File: config.mk
export PLATFORM = sky130hd
export DESIGN_NAME = cam_acc_avalon_csr
export DESIGN_NICKNAME = d
export VERILOG_FILES = /design/src/rtl/cam_acc_avalon_csr.sv
export SDC_FILE = /design/constraint.sdc
export NUM_CORES = 1
export LEC_CHECK = 0
export ABC_AREA = 1
export BUFFER_PORTS_ARGS = -buffer_cell sky130_fd_sc_hd__buf_2
export CAP_MARGIN = 20
export CORE_AREA = 4 4 97 99
export DETAILED_ROUTE_END_ITERATION = 16
export DIE_AREA = 0 0 101 103
export PLACE_DENSITY_LB_ADDON = 0.2
export SETUP_SLACK_MARGIN = 0.02
export SYNTH_ARGS = -nofsm -noshare
export SYNTH_HDL_FRONTEND = slang
export SYNTH_SLANG_ARGS = --single-unit
File: constraint.sdc
create_clock -name clk -period 3.53 [get_ports clk]
set_input_delay 0.1765 -clock clk [delete_from_list [all_inputs] [get_ports clk]]
set_output_delay 0.1765 -clock clk [all_outputs]
set_load 0.01 [all_outputs]
File: src/rtl/cam_acc_avalon_csr.sv
// cam_acc_avalon_csr
// Avalon-MM CSR slave between the HPS and the camera/MNIST accelerator.
// Word map: 0 STATUS, 1 CTRL, 2 PIX_PTR, 3 PIX_DATA, 4 LAYER,
//           5 DATA_ADDR, 6 WEIGHT_ADDR, 7 BUTTON_COUNT.
// Ports:
//   clk, rst_n                      clock, async active-low reset
//   avs_*                           Avalon-MM slave (registered readdata, waitrequest stall)
//   irq                             level interrupt, done_sticky & irq_en
//   button_count                    capture count, read-only at address 7
//   pix_addr / pix_data             frame-buffer read port (MEM_LAT-cycle read latency)
//   acc_image_idx                   accelerator pixel index, drives pix_addr while busy
//   acc_go / acc_layer_index /
//   acc_data_address /
//   acc_weight_address / acc_done   accelerator handshake and configuration
//
// Pixel FSM
//   state     | meaning
//   PIX_IDLE  | no host pixel read in flight
//   PIX_WAIT  | waiting MEM_LAT cycles for frame-buffer data
//   PIX_RESP  | readdata holds the pixel, stall released
// Accelerator FSM
//   state     | meaning
//   ACC_IDLE  | ready for go
//   ACC_GO    | one-cycle acc_go pulse
//   ACC_BUSY  | waiting for nonzero acc_done
//   ACC_DONE  | code latched, returning to idle
module cam_acc_avalon_csr #(
  parameter int DATA_W  = 32,
  parameter int PIX_AW  = 16,
  parameter int PIX_W   = 8,
  parameter int MEM_LAT = 1,
  parameter int LAYER_W = 3,
  parameter int DONE_W  = 3
) (
  input  logic               clk,
  input  logic               rst_n,
  input  logic [2:0]         avs_address,
  input  logic               avs_chipselect,
  input  logic               avs_read,
  input  logic               avs_write,
  input  logic [DATA_W-1:0]  avs_writedata,
  output logic [DATA_W-1:0]  avs_readdata,
  output logic               avs_waitrequest,
  output logic               irq,
  input  logic [7:0]         button_count,
  output logic [PIX_AW-1:0]  pix_addr,
  input  logic [PIX_W-1:0]   pix_data,
  input  logic [PIX_AW-1:0]  acc_image_idx,
  output logic               acc_go,
  output logic [LAYER_W-1:0] acc_layer_index,
  output logic [15:0]        acc_data_address,
  output logic [15:0]        acc_weight_address,
  input  logic [DONE_W-1:0]  acc_done
);

  typedef enum logic [1:0] {PIX_IDLE, PIX_WAIT, PIX_RESP} pix_state_t;
  typedef enum logic [1:0] {ACC_IDLE, ACC_GO, ACC_BUSY, ACC_DONE} acc_state_t;

  localparam logic [1:0] LAT_INIT = 2'(MEM_LAT - 1);

  pix_state_t pix_state, pix_next;
  acc_state_t acc_state, acc_next;

  logic [1:0]         lat_cnt;
  logic               done_sticky, err, irq_en, autoinc, page;
  logic [DONE_W-1:0]  done_code;
  logic [PIX_AW-1:0]  pix_ptr;
  logic [LAYER_W-1:0] layer;
  logic [15:0]        data_addr, weight_addr;

  logic        busy, pix_start, ptr_stall, rd_fire, wr_fire, pix_load;
  logic        go_req, set_done, set_err, clr_status;
  logic [31:0] wd32, rd32, pix_ext, ptr_w, data_w, weight_w;
  logic        unused_bits;

  // With an 8-bit bus the 16-bit fields are written a byte at a time;
  // CTRL bit7 selects the upper byte.
  function automatic logic [31:0] pg_wr(input logic [31:0] cur, input logic [31:0] wd,
                                        input logic hi);
    logic [31:0] r;
    r = wd;
    if (DATA_W == 8) begin
      r = cur;
      if (hi) r[15:8] = wd[7:0];
      else    r[7:0]  = wd[7:0];
    end
    return r;
  endfunction

  function automatic logic [31:0] pg_rd(input logic [31:0] cur, input logic hi);
    return (DATA_W == 8 && hi) ? (cur >> 8) : cur;
  endfunction

  assign busy       = (acc_state == ACC_GO) || (acc_state == ACC_BUSY);
  assign pix_start  = avs_chipselect && avs_read && (avs_address == 3'd3) && !busy &&
                      (pix_state == PIX_IDLE);
  // A PIX_PTR write cannot land while the pointer is still addressing memory.
  assign ptr_stall  = avs_chipselect && avs_write && (avs_address == 3'd2) &&
                      (pix_state != PIX_IDLE);
  assign avs_waitrequest = pix_start || (pix_state == PIX_WAIT) || ptr_stall;
  assign rd_fire    = avs_chipselect && avs_read && !avs_waitrequest && (pix_state == PIX_IDLE);
  assign wr_fire    = avs_chipselect && avs_write && !avs_waitrequest;
  assign pix_load   = (pix_state == PIX_WAIT) && (lat_cnt == 2'd0);
  assign go_req     = wr_fire && (avs_address == 3'd1) && wd32[0];
  assign set_done   = (acc_state == ACC_BUSY) && (acc_done != '0);
  assign set_err    = (go_req && (acc_state != ACC_IDLE)) ||
                      (rd_fire && (avs_address == 3'd3) && busy);
  assign clr_status = wr_fire && (avs_address == 3'd0) && wd32[1];

  assign pix_addr           = busy ? acc_image_idx : pix_ptr;
  assign irq                = done_sticky && irq_en;
  assign acc_layer_index    = layer;
  assign acc_data_address   = data_addr;
  assign acc_weight_address = weight_addr;

  always_comb begin
    wd32 = '0;
    wd32[DATA_W-1:0] = avs_writedata;
    pix_ext = '0;
    pix_ext[PIX_W-1:0] = pix_data;
    ptr_w    = pg_wr(32'(pix_ptr), wd32, page);
    data_w   = pg_wr({16'h0, data_addr}, wd32, page);
    weight_w = pg_wr({16'h0, weight_addr}, wd32, page);
  end

  assign unused_bits = ^{wd32[31:16], ptr_w[31:16], data_w[31:16], weight_w[31:16]};

  always_comb begin
    rd32 = '0;
    case (avs_address)
      3'd0: begin
        rd32[0] = busy;
        rd32[1] = done_sticky;
        rd32[2] = err;
        rd32[5 +: DONE_W] = done_code;
      end
      3'd1: begin
        rd32[1] = autoinc;
        rd32[2] = irq_en;
        rd32[7] = page;
      end
      3'd2: rd32 = pg_rd(32'(pix_ptr), page);
      3'd3: rd32 = '0;
      3'd4: rd32[LAYER_W-1:0] = layer;
      3'd5: rd32 = pg_rd({16'h0, data_addr}, page);
      3'd6: rd32 = pg_rd({16'h0, weight_addr}, page);
      default: rd32[7:0] = button_count;
    endcase
  end

  always_comb begin
    pix_next = pix_state;
    case (pix_state)
      PIX_IDLE: if (pix_start) pix_next = PIX_WAIT;
      PIX_WAIT: if (lat_cnt == 2'd0) pix_next = PIX_RESP;
      default:  pix_next = PIX_IDLE;
    endcase
  end

  always_comb begin
    acc_next = acc_state;
    acc_go   = 1'b0;
    case (acc_state)
      ACC_IDLE: if (go_req) acc_next = ACC_GO;
      ACC_GO: begin
        acc_go   = 1'b1;
        acc_next = ACC_BUSY;
      end
      ACC_BUSY: if (acc_done != '0) acc_next = ACC_DONE;
      default:  acc_next = ACC_IDLE;
    endcase
  end

  always_ff @(posedge clk or negedge rst_n) begin
    if (!rst_n) begin
      pix_state <= PIX_IDLE;
      acc_state <= ACC_IDLE;
      lat_cnt   <= '0;
    end else begin
      pix_state <= pix_next;
      acc_state <= acc_next;
      if (pix_start)                                   lat_cnt <= LAT_INIT;
      else if (pix_state == PIX_WAIT && lat_cnt != 0)  lat_cnt <= lat_cnt - 2'd1;
    end
  end

  always_ff @(posedge clk or negedge rst_n) begin
    if (!rst_n) avs_readdata <= '0;
    else if (pix_load) avs_readdata <= pix_ext[DATA_W-1:0];
    else if (rd_fire)  avs_readdata <= rd32[DATA_W-1:0];
  end

  always_ff @(posedge clk or negedge rst_n) begin
    if (!rst_n) begin
      done_sticky <= 1'b0;
      err         <= 1'b0;
      done_code   <= '0;
      irq_en      <= 1'b0;
      autoinc     <= 1'b0;
      page        <= 1'b0;
      pix_ptr     <= '0;
      layer       <= '0;
      data_addr   <= '0;
      weight_addr <= '0;
    end else begin
      // A completing layer outranks a same-cycle clear.
      if (set_done) begin
        done_sticky <= 1'b1;
        done_code   <= acc_done;
      end else if (clr_status) begin
        done_sticky <= 1'b0;
      end
      if (set_err)         err <= 1'b1;
      else if (clr_status) err <= 1'b0;

      if (wr_fire && avs_address == 3'd1) begin
        irq_en  <= wd32[2];
        autoinc <= wd32[1];
        if (DATA_W == 8) page <= wd32[7];
      end

      if (wr_fire && avs_address == 3'd2)         pix_ptr <= ptr_w[PIX_AW-1:0];
      else if (pix_state == PIX_RESP && autoinc)  pix_ptr <= pix_ptr + PIX_AW'(1);

      // Accelerator configuration is frozen while a layer runs.
      if (wr_fire && !busy) begin
        case (avs_address)
          3'd4:    layer       <= wd32[LAYER_W-1:0];
          3'd5:    data_addr   <= data_w[15:0];
          3'd6:    weight_addr <= weight_w[15:0];
          default: ;
        endcase
      end
    end
  end

endmodule
==> impl_results.md <==
* Status: finished, final reports clean
* Final Hold Fails at 0
* Syn_area_per_cell at about 7.5 sq um
* Power Dens Cells at about 740 mW/mm^2
* DP HPWL at roughly 9.5 mm
* Fill cells at 775
* Worst r2r path cells at 12
* Cell Count Post-Placement at 824
* Final period util at between 70% and 80%
* Die area at between 0.01 and 0.015 sq mm
* Clock tree buffer depth at 2
* Core Footprint at 0.00855 sq mm
* First-pass GRT wire length at roughly 20 mm
* Crit path max fanout at 33
* WL/cell at 15.0 microns
* Clock power frac at ~16%
* Switch share at 44.5%
* VDD IR-drop max at around 0.53 mV
* Worst hold start: pix_data[6]
* Reg power frac at between 30% and 40%
* FF+latch count, synth at 80
* Global placement routability congestion at slightly above 0.9
* Worst-skew pair later-pin latency at around 0.36 ns
* # DRC at 0
* Fin nets at 810
* Leak pwr at approximately 3 nW
* DR top layer: met4
* Largest net degree at the start of global routing at 81
* Critical path class: flop to flop
* Rel. slew slack at between 40% and 50%
* Cts bufs inserted at 9
* Number of global-route vias before repair at between 4000 and 5000
* Pre-antenna DRT Iters at 5
* Starting Density at a little over half
* Chip Width at between 100 and 150 microns
* Final Skew at 0.0144 ns
* Gate power share at between 40% and 50%
* WL met1 at 5.49 mm
* Switching power at ~1.8 mW
* Worst setup startpoint: acc_state[0]$_DFFE_PN0P_
* DR WL met2 at between 5 and 6 mm
* Int Pwr at ~2.2 mW
* Worst Hold Class: primary input to flop
* Metal3 WL at roughly 1.1 mm
* Crit path required time at between 3 and 4 ns
* Final setup TNS at 0 ns
* RSZ-0062 raised after global routing: no
* Fin. max-slew vios at 0
* Final Setup Violations at 0
* H-tree levels at 3
* Fmax at around 0.4 GHz
* Critical Path Start Type: flop
* I/O pins at 161
* CTS tree: built
* Sequential area share after synthesis at between 40% and 50%
* Total global routing overflow at 0
* Hold depth at 3
* Port Buffers at ~130
* Post-DRT Antenna Nets at 0
* Layout cell share with drive strength beyond 1 at between 20% and 30%
* DR vias/cell at about 5.3
* Synth Warn # at 1
* Overall Global Routing Usage at ~24%
* Die Ht at about 100 microns
* Final Non-Filler Cells at 842
* CTS clk-pin slew, worst paths at approximately 0.090 ns
* Min Clock Period, post-route at 2.53 ns
* Maxcap violations at 0
* # rows at 34
* Diode count at 0
* Post-Route WL at roughly 13 mm
* Final Util at 62.7%
* Initial antenna violation count at 0
* Worst-Margin Slew at approximately 0.9 ns
* Synthesized instance count at 606
* Distinct cells, synth at 32
* Detailed-route via count at ~4400
* Worst R2R Start: acc_state[0]$_DFFE_PN0P_
* Critical Path AT at 2.78 ns
* Fin Hold WS at roughly 0.047 ns
* Critical Path Sink Type: flop
* Post-synthesis to final-layout area growth at 18.2%
* # Post-CTS Setup Buffers at 0
* Mapped Area at 0.00453 sq mm
* CTS root buf: clkbuf_8
* Clock sink total at 80
* Initial DRC count at 267
cells in the final DEF, fill, tap and decap left out, types with 5 or more instances in the layout:
| cell type | count |
|---|---|
| nor2_1 | 26 |
| nand3_1 | 42 |
| dfrtp_1 | 80 |
| inv_2 | 5 |
| o21ai_1 | 32 |
| inv_1 | 60 |
| a21oi_1 | 14 |
| ha_1 | 6 |
| o21ai_0 | 31 |
| xor2_1 | 11 |
| buf_2 | 127 |
| o211ai_1 | 11 |
| clkbuf_8 | 9 |
| nand2_1 | 221 |
| conb_1 | 16 |
layout make-up:
class	instances	area (sq um)	area share (%)
multi-input cells	441	2100	39.2
flip-flops and latches	80	2000	37.4
repair buffers	131	688	12.8
inverters	66	248	4.62
well taps	108	135	2.52
clock buffers	9	124	2.31
clock inverters	7	61.3	1.14
critical path, stage by stage (launching register included):
cell	delay, ns
dfrtp_1	0.40
inv_1	0.08
ha_1	0.28
buf_4	0.31
inv_2	0.12
nand2_1	0.13
nor2_4	0.06
nor2_8	0.17
nand3_2	0.25
inv_1	0.40
nand2_1	0.09
nand2_1	0.08
inv_1	0.03
stage by stage:
step	cell area [sq um]	setup WS (ns)	total power [mW]
final	5360	1.00	3.98
after global routing	5360	0.758	4.31
after CTS	5320	1.02	4.00
after detailed placement	5140	1.04	3.34
after global placement	5140	1.06	3.29
after floorplan	4590	1.62	2.62
worst paths after layout:
path,end,slack (ns)
setup / recovery,pix_ptr[9]$_DFFE_PN0P_,1.00
hold / removal,avs_readdata[6]$_DFFE_PN0P_,0.05
setup reg to reg,pix_ptr[9]$_DFFE_PN0P_,1.00
hold reg to reg,avs_readdata[9]$_DFFE_PN0P_,0.48
max in group asynchronous,pix_ptr[8]$_DFFE_PN0P_,2.78
min in group asynchronous,avs_readdata[5]$_DFFE_PN0P_,0.18
layer usage:
| layer | vias up | track usage, % |
|---|---|---|
| met5 | - | 0 |
| met2 | 217 | 38.7 |
| li1 | 2142 | - |
| met3 | 25 | 3.92 |
| met4 | 0 | 8.38 |
| met1 | 2047 | 34.2 |
cell usage after synthesis:
library cell  number  area, sq um
nand2_1          221          830
dfrtp_1           80         2000
inv_1             60          225
nand3_1           42          210
o21ai_1           32          160
o21ai_0           31          155
nor2_1            26         97.6
buf_4             18          135
a21oi_1           14         70.1
o211ai_1          11         82.6
xor2_1            11         96.3
buf_2              6         30.0
ha_1               6         75.1
buf_6              5         56.3
clkbuf_1           5         18.8
inv_2              5         18.8
nand2_4            4         45.0
nand4_1            4         25.0
nor3_1             4         20.0
nor2_4             3         33.8
or2_2              3         18.8
nand2_2            2         12.5
nand3_2            2         20.0
nor2_2             2         12.5
nor2_8             2         40.0
a22oi_1            1         7.51
a31oi_1            1         6.26
clkinv_1           1         3.75
conb_1             1         3.75
o2111ai_1          1         8.76
o22ai_1            1         6.26
o31ai_1            1         7.51
registers in the layout, indices dropped and copies added (netlist names), 2 cells and up:
| name | cells |
|---|---|
| acc_layer_index | 3 |
| avs_readdata | 16 |
| acc_state | 2 |
| pix_state | 2 |
| lat_cnt | 2 |
| done_code | 3 |
| acc_weight_address | 16 |
| acc_data_address | 16 |
| pix_ptr | 16 |
power groups by stage:
stage	clock, mW	sequential [mW]	combinational [mW]
after floorplan	0	1.62	1.00
after global placement	0	1.56	1.73
after detailed placement	0	1.57	1.77
after CTS	0.656	1.56	1.79
after global routing	0.695	1.61	2.00
final	0.645	1.56	1.78
timing repair:
item | 4_1_cts | 5_1_grt
gates resized for setup | 0 | 0
hold buffers | 0 | 1
hold endpoints to repair | 0 | 80
cell families after synthesis:
family	synth area share, %
flip-flops	44.2
XOR/XNOR	2.12
other	0.0827
AO/OA/AOI/OAI	11.1
buffers and inverters	10.8
AND/OR/NAND/NOR	30.1
adder cells (fa/ha/maj)	1.66
No activity file was read; power rests on OpenSTA's default activity.
